### config.mk
export PLATFORM = sky130hd
export DESIGN_NAME = tick_gen_multi
export DESIGN_NICKNAME = d
export VERILOG_FILES = /design/src/rtl/tick_gen_pkg.sv /design/src/rtl/tick_stage.sv /design/src/rtl/tick_gen_multi.sv
export SDC_FILE = /design/constraint.sdc
export NUM_CORES = 1
export LEC_CHECK = 0
export ABC_AREA = 1
export CAP_MARGIN = 0
export CELL_PAD_IN_SITES_DETAIL_PLACEMENT = 2
export CELL_PAD_IN_SITES_GLOBAL_PLACEMENT = 2
export CORE_ASPECT_RATIO = 1.1
export CORE_MARGIN = 2
export CORE_UTILIZATION = 32
export CTS_CLUSTER_SIZE = 24
export DETAILED_ROUTE_END_ITERATION = 16
export PLACE_DENSITY_LB_ADDON = 0.05
export RECOVER_POWER = 100
export SLEW_MARGIN = 25
export SYNTH_ARGS = -nofsm -noshare
export SYNTH_HDL_FRONTEND = slang
export SYNTH_HIERARCHICAL = 1
export SYNTH_SLANG_ARGS = --single-unit
export TNS_END_PERCENT = 50
### constraint.sdc
create_clock -name clk_i -period 2.9 [get_ports clk_i]
set_input_delay 0.58 -clock clk_i [delete_from_list [all_inputs] [get_ports clk_i]]
set_output_delay 0.58 -clock clk_i [all_outputs]
set_load 0.1 [all_outputs]
### src/rtl/tick_gen_pkg.sv
// Shared timebase constants and types for the microwave controller tick generators.
package tick_gen_pkg;

    localparam int CNT_W_DEF       = 28;
    localparam int DIV_1HZ_50MHZ   = 50_000_000;
    localparam int DIV_DEFAULT_DEF = DIV_1HZ_50MHZ;

    typedef logic [CNT_W_DEF-1:0] div_t;

endpackage

### src/rtl/tick_stage.sv
// One cascaded mod-STAGE_DIV divider stage; carry_out_o fires on the carry that wraps it.
module tick_stage #(
    parameter int STAGE_DIV = 10
) (
    input  logic clk_i,
    input  logic rst_i,
    input  logic en_i,
    input  logic clr_i,
    input  logic carry_in_i,
    output logic carry_out_o
);

    localparam int W = (STAGE_DIV > 1) ? $clog2(STAGE_DIV) : 1;
    localparam logic [W-1:0] LAST = W'(STAGE_DIV - 1);

    logic [W-1:0] cnt_q, cnt_d;
    logic         adv;

    assign adv         = en_i && carry_in_i;
    assign carry_out_o = adv && (cnt_q == LAST);

    always_comb begin
        cnt_d = cnt_q;
        if (clr_i || carry_out_o) begin
            cnt_d = '0;
        end else if (adv) begin
            cnt_d = cnt_q + W'(1);
        end
    end

    always_ff @(posedge clk_i) begin
        if (rst_i) begin
            cnt_q <= '0;
        end else begin
            cnt_q <= cnt_d;
        end
    end

endmodule

### src/rtl/tick_gen_multi.sv
// Programmable base prescaler plus NUM_CH-1 cascaded stages producing aligned ticks.
// Optional square-wave outputs are built when TICK_SQUARE_EN is defined.
module tick_gen_multi
    import tick_gen_pkg::*;
#(
    parameter int CNT_W       = CNT_W_DEF,
    parameter int DIV_DEFAULT = DIV_DEFAULT_DEF,
    parameter int NUM_CH      = 3,
    parameter int STAGE_DIV   = 10
) (
    input  logic              clk_i,
    input  logic              rst_i,
    input  logic              en_i,
    input  logic              clr_i,
    input  logic              div_load_i,
    input  logic [CNT_W-1:0]  div_val_i,
    output logic [CNT_W-1:0]  div_cur_o,
    output logic              load_pend_o,
    output logic [NUM_CH-1:0] tick_o
`ifdef TICK_SQUARE_EN
    ,
    output logic [NUM_CH-1:0] square_o
`endif
);

    localparam logic [CNT_W-1:0] DIV_RST = CNT_W'(DIV_DEFAULT);

    logic [CNT_W-1:0]  cnt_q, cnt_d;
    logic [CNT_W-1:0]  div_cur_q, div_cur_d;
    logic [CNT_W-1:0]  shadow_q, shadow_d;
    logic [CNT_W-1:0]  div_in;
    logic              load_pend_q, load_pend_d;
    logic              wrap, act, swap;
    logic [NUM_CH-1:0] carry;
    logic [NUM_CH-1:0] tick_q, tick_d;

    assign div_in   = (div_val_i == '0) ? CNT_W'(1) : div_val_i;
    assign wrap     = en_i && (cnt_q == div_cur_q - CNT_W'(1));
    // A new divisor may only take effect at a period boundary, on clear, or while idle.
    assign act      = wrap || clr_i || !en_i;
    assign carry[0] = wrap;

    for (genvar k = 1; k < NUM_CH; k++) begin : g_stage
        tick_stage #(
            .STAGE_DIV (STAGE_DIV)
        ) u_stage (
            .clk_i       (clk_i),
            .rst_i       (rst_i),
            .en_i        (en_i),
            .clr_i       (clr_i),
            .carry_in_i  (carry[k-1]),
            .carry_out_o (carry[k])
        );
    end

    always_comb begin
        div_cur_d   = div_cur_q;
        shadow_d    = shadow_q;
        load_pend_d = load_pend_q;
        swap        = 1'b0;
        if (div_load_i) begin
            shadow_d = div_in;
            if (act) begin
                div_cur_d   = div_in;
                load_pend_d = 1'b0;
                swap        = 1'b1;
            end else begin
                load_pend_d = 1'b1;
            end
        end else if (load_pend_q && act) begin
            div_cur_d   = shadow_q;
            load_pend_d = 1'b0;
            swap        = 1'b1;
        end
    end

    always_comb begin
        cnt_d = cnt_q;
        if (clr_i || swap || wrap) begin
            cnt_d = '0;
        end else if (en_i) begin
            cnt_d = cnt_q + CNT_W'(1);
        end
    end

    assign tick_d = clr_i ? '0 : carry;

    always_ff @(posedge clk_i) begin
        if (rst_i) begin
            cnt_q       <= '0;
            div_cur_q   <= DIV_RST;
            shadow_q    <= DIV_RST;
            load_pend_q <= 1'b0;
            tick_q      <= '0;
        end else begin
            cnt_q       <= cnt_d;
            div_cur_q   <= div_cur_d;
            shadow_q    <= shadow_d;
            load_pend_q <= load_pend_d;
            tick_q      <= tick_d;
        end
    end

    assign div_cur_o   = div_cur_q;
    assign load_pend_o = load_pend_q;
    assign tick_o      = tick_q;

`ifdef TICK_SQUARE_EN
    logic [NUM_CH-1:0] square_q, square_d;

    assign square_d = clr_i ? '0 : (square_q ^ carry);

    always_ff @(posedge clk_i) begin
        if (rst_i) begin
            square_q <= '0;
        end else begin
            square_q <= square_d;
        end
    end

    assign square_o = square_q;
`endif

endmodule

; ---- Word level (Yosys, flattened, before mapping)
; Index checks and enable logic that the tools add are counted.
[classes]
addsub = 4
eq_ne = 4
mux = 10
n_reduce_logical = 20
[ops]
columns = cell, n
row1 = $mux 28, 4
row2 = $add 28x1->28 const B, 1
row3 = $eq 28x28->1, 1
row4 = $logic_not 28->1, 1
row5 = $sub 28x1->28 const B, 1
row6 = $add 4x1->4 const B, 2
row7 = $eq 4x4->1 const B, 2
row8 = $reduce_or 2->1, 4
row9 = $logic_and 1x1->1, 6
row10 = $logic_or 1x1->1, 6
row11 = $mux 1, 6
row12 = $ne 2x1->1 const B, 1
row13 = $reduce_and 2->1, 1
row14 = $reduce_bool 2->1, 1
row15 = $logic_not 1->1, 1
[word_totals]
regBits = 96
in_bits = 33
out_inout_bits = 32

; ---- Longest topological paths before layout
[depth]
depth_word = 11
depth_mapped = 25

; ---- Hierarchy
; The synthesis kept the hierarchy.
[modules_own_cells]
columns = module, instances, cells_each, area_per_inst_um2, seq_area_each_um2
row1 = tick_gen_multi, 1, 721, 5017.3, 1761.7
row2 = tick_stage, 2, 34, 249.0, 80.1

; ---- Worst setup path before layout
; Ideal clock, no wire load.
[synth_timing]
path_type = register to register
startpoint = register div_cur_q[0] (netlist: div_cur_o[0])
endpoint = register g_stage[2].u_stage.cnt_q[0]
setup_ns = 0.116
t_arrival_ns = 3.276
t_required_ns = 2.784
slack_ns = -0.491
stages_incl_launch_ff = 24
synth_period_minus_slack_ns = 3.391
cell_sequence = dfxtp_1 inv_1 ha_1 or2_1 nand3_1 nand2_1 nor2_1 nand2_1 nor2_1 nand2_1 nor2_1 nand2_1 nor2_2 nand2_4 inv_1 nand2_2 inv_2 nand3_2 inv_1 nand2_2 inv_2 nand3_2 nand2_2 nor2_1
[synth_via]
elab_chain_cells = 9
[synth_rtl]
columns = item, line_no
row1 = start: declaration, tick_gen_multi.sv:29  ; logic [CNT_W-1:0] div_cur_q, div_cur_d;
row2 = start signal: assignment, tick_gen_multi.sv:97  ; div_cur_q <= div_cur_d;
row3 = $sub 28x1->28 (*), tick_gen_multi.sv:38  ; assign wrap = en_i && (cnt_q == div_cur_q - CNT_W'(1));
row4 = $eq 28x28->1 (*), tick_gen_multi.sv:38
row5 = $logic_and 1x1->1 (*), tick_gen_multi.sv:38
row6 = net carry[0], tick_gen_multi.sv:34  ; logic [NUM_CH-1:0] carry;
row7 = $logic_and 1x1->1 (*), tick_stage.sv:19  ; assign adv = en_i && carry_in_i;
row8 = $logic_and 1x1->1 (*), tick_stage.sv:20  ; assign carry_out_o = adv && (cnt_q == LAST);
row9 = net carry[1], tick_gen_multi.sv:34
row10 = $logic_and 1x1->1 (*), tick_stage.sv:19
row11 = $logic_and 1x1->1, tick_stage.sv:20
row12 = $logic_or 1x1->1, tick_stage.sv:24  ; if (clr_i || carry_out_o) begin
row13 = $reduce_or 2->1 (no line), n/a
row14 = end signal: assignment, tick_stage.sv:35  ; cnt_q <= cnt_d;
row15 = end: declaration, tick_stage.sv:16  ; logic [W-1:0] cnt_q, cnt_d;
; Mark *: on every way through the listed nets, which the timed path passes. The rest lies on a longest branch.
; A chain may end at the register's enable or synchronous reset.

==> results.toml <==
[die]
core_area_um2 = 16950
dieArea_um2 = 18300
num_rows = 50
dieWidth_um = 129.2
fp.dieH_um = 141.7
pin_count = 65
start_util = 0.3253

[timing]
finalCritPeriodShare = 0.9464
hold_viol = 0
drv_slew = 0
whs_ps = 459.8
final.setup.tns_ps = 0
worst_slew_margin_rel = 0.1802
worst_pin_slew_ps = 1235
setup_viol_count_final = 0
layout_setup_ws_ps = 155.3
fin_worst_skew_ps = 13.05
min_period_ps = 2745
max_freq_mhz = 364.3

[routing]
vias = 5378
first_iter_violations = 190
wire_per_inst_um = 17.52
routed_wl_mm = 19.57
via_per_inst = 4.815
drc_errors = 0
ant_nets = 0
firstDrtPassIters = 4

[critical_path]
path_max_fanout = 10
arrival_ps = 2980
path_class = "reg -> reg"
worstPathRequired_ps = 3130
critPathLaunchType = "flip-flop"
critPathCaptureType = "flip-flop"

[finish]
final_net_count = 917
final_cell_mix = "nand2_1, nor2_1, nand3_1, dfxtp_1, inv_1"
final_area_um2 = 6890
layout-drive-gt1-share = 0.1653
fillers = 2008
area_delta_synth_final_pct = 24.93
n_antenna_cell = 0
layout_commonest_cell = "nand2_1"
multiInputGateArea_um2 = 3252
regArea_um2 = 1949
final_util = 0.4064

[clocking]
cts_buffer_depth = 2
clk_latency_ps = 350
cts-root-buf = "clkbuf_16"
cts.sinks = 96
clkTransAtPathRegs_ps = 70
cts_tree = "yes"
cts_htree_levels = 3
cts_made_buffers = 9

[pwr]
p_per_area_nw_per_um2 = 529.2
vdd_drop_max_v = 0.0003082
leakagePower_nw = 2.836

[flow_run]
max_cap_violations = 0

[placement]
numPortBuffers = 64
place_area_um2 = 6556
place.gp.congestion = 0.8816
post-place-ws_ps = -206.1
dpl.hpwl_mm = 15.22

[synthesis]
ys_types = 34
seq_area_frac_synth = 0.3485
netlist_area_um2 = 5515
synth_warnings = 6
synth_flop_cell = "dfxtp_1"
synthCells = 789
avgSynthCellArea_um2 = 6.990
synth-edff-count = 0
async_reset_ff_frac = 0
ys_ff_latch = 96
syn_nets = 828

[min_path]
hold_class = "reg -> reg"

[grt]
antenna_found_initial = 0
grt_pass1_wl_mm = 31.43
grt_start_max_net_pins = 46
grt_util_all_layers = 0.2184
grt_pass1_vias = 5962
grt_overflow = 0

[outcome]
status = "completed"
kinds of logic after synthesis:
logic type	Yosys count	share of synthesized area
AOI/OAI and AO/OA	32	0.03131
xor gates and xnor gates	51	0.08099
adders and majority gates	6	0.01361
buffers and inverters	100	0.07554
DFF	96	0.3485
muxes	16	0.02904
and+or+nand+nor	488	0.4211
worst max-delay path, cell delays in order, from the launching register on:
cell and delay [ps]:
dfxtp_4 400, inv_1 80, ha_4 190, buf_4 130, or2_1 220, nand3_1 80
nand2_1 60, nor2_1 100, nand2_1 70, nor2_1 100, nand2_1 60, nor2_1 100
nand2_1 70, nor2_2 130, nand2_4 60, buf_4 160, nand2_8 70, nand2_4 50
nand3_2 230, buf_12 210, nor2_2 40
metal layers:
layer / track usage / wire [µm] / share of wire / up-vias
met5: 0 / 0 / 0 / -
met4: 0.06350 / 364 / 0.019 / 0
met3: 0.02149 / 340 / 0.017 / 25
met2: 0.3986 / 10200 / 0.52 / 70
met1: 0.2694 / 8671 / 0.44 / 2619
li1: - / - / - / 2664
cell type report:
| class | instances | area share |
|---|---|---|
| clock inverter | 5 | 0.01198 |
| inverter | 79 | 0.04340 |
| tap | 234 | 0.04249 |
| clock buffer | 11 | 0.03686 |
| timing repair buffer | 99 | 0.1104 |
| sequential | 96 | 0.2829 |
| multi-input combinational | 593 | 0.4719 |
where the power goes:
part           leakage [nW]  internal (mW)  switching, mW
Combinational          1.88          0.224          0.571
Clock                 0.166          0.816          0.573
Sequential            0.790           1.38         0.0820
through the flow:
stage	power, mW	std cells
floorplan	2.023	789
global placement	2.271	1097
detailed placement	2.294	1097
CTS	3.687	1113
global route	3.816	1117
finish	3.646	1117
worst paths after layout:
check | slack [ps] | endpoint | depth (start not counted) | from
min | 460 | shadow_q[13] | 2 | shadow_q[13]
max | 160 | cnt_q[22] | 20 | div_cur_o[1]
min reg2reg | 460 | shadow_q[13] | 2 | shadow_q[13]
max reg2reg | 160 | cnt_q[22] | 20 | div_cur_o[1]
synthesized netlist by cell type, types with 2 or more instances:
library cell	number	share of area
nand3_1	81	0.074
inv_2	6	0.0041
clkbuf_1	9	0.0061
nand2_1	193	0.13
nand2_2	6	0.0068
nor3_1	8	0.0073
o21bai_2	2	0.0041
buf_12	2	0.0073
nor2_1	125	0.085
nor2_4	22	0.045
xor2_1	34	0.054
nand3b_1	3	0.0041
nand4_1	9	0.010
o21ai_0	9	0.0082
dfxtp_1	96	0.35
o21ai_1	4	0.0036
nor4_1	11	0.012
ha_1	6	0.014
nand2_4	3	0.0061
buf_2	4	0.0036
inv_1	72	0.049
nor2_2	16	0.018
a21oi_1	17	0.015
buf_1	5	0.0034
nand3_2	6	0.011
xnor2_1	17	0.027
mux2i_1	16	0.029
state kept, by name (all words and copies together) (netlist names):
signal	flops
load_pend_o	1
div_cur_o	28
g_stage.u_stage/cnt_q	8
shadow_q	28
tick_o	3
cnt_q	28
timing repair:
action	CTS	global route
resized for setup	3	23
buffers inserted	0	4
pin swaps	0	4
hold buffers	0	0
hold endpoints to repair	0	0
setup endpoints to repair	5	30
(Power assumes the default switching activity.)
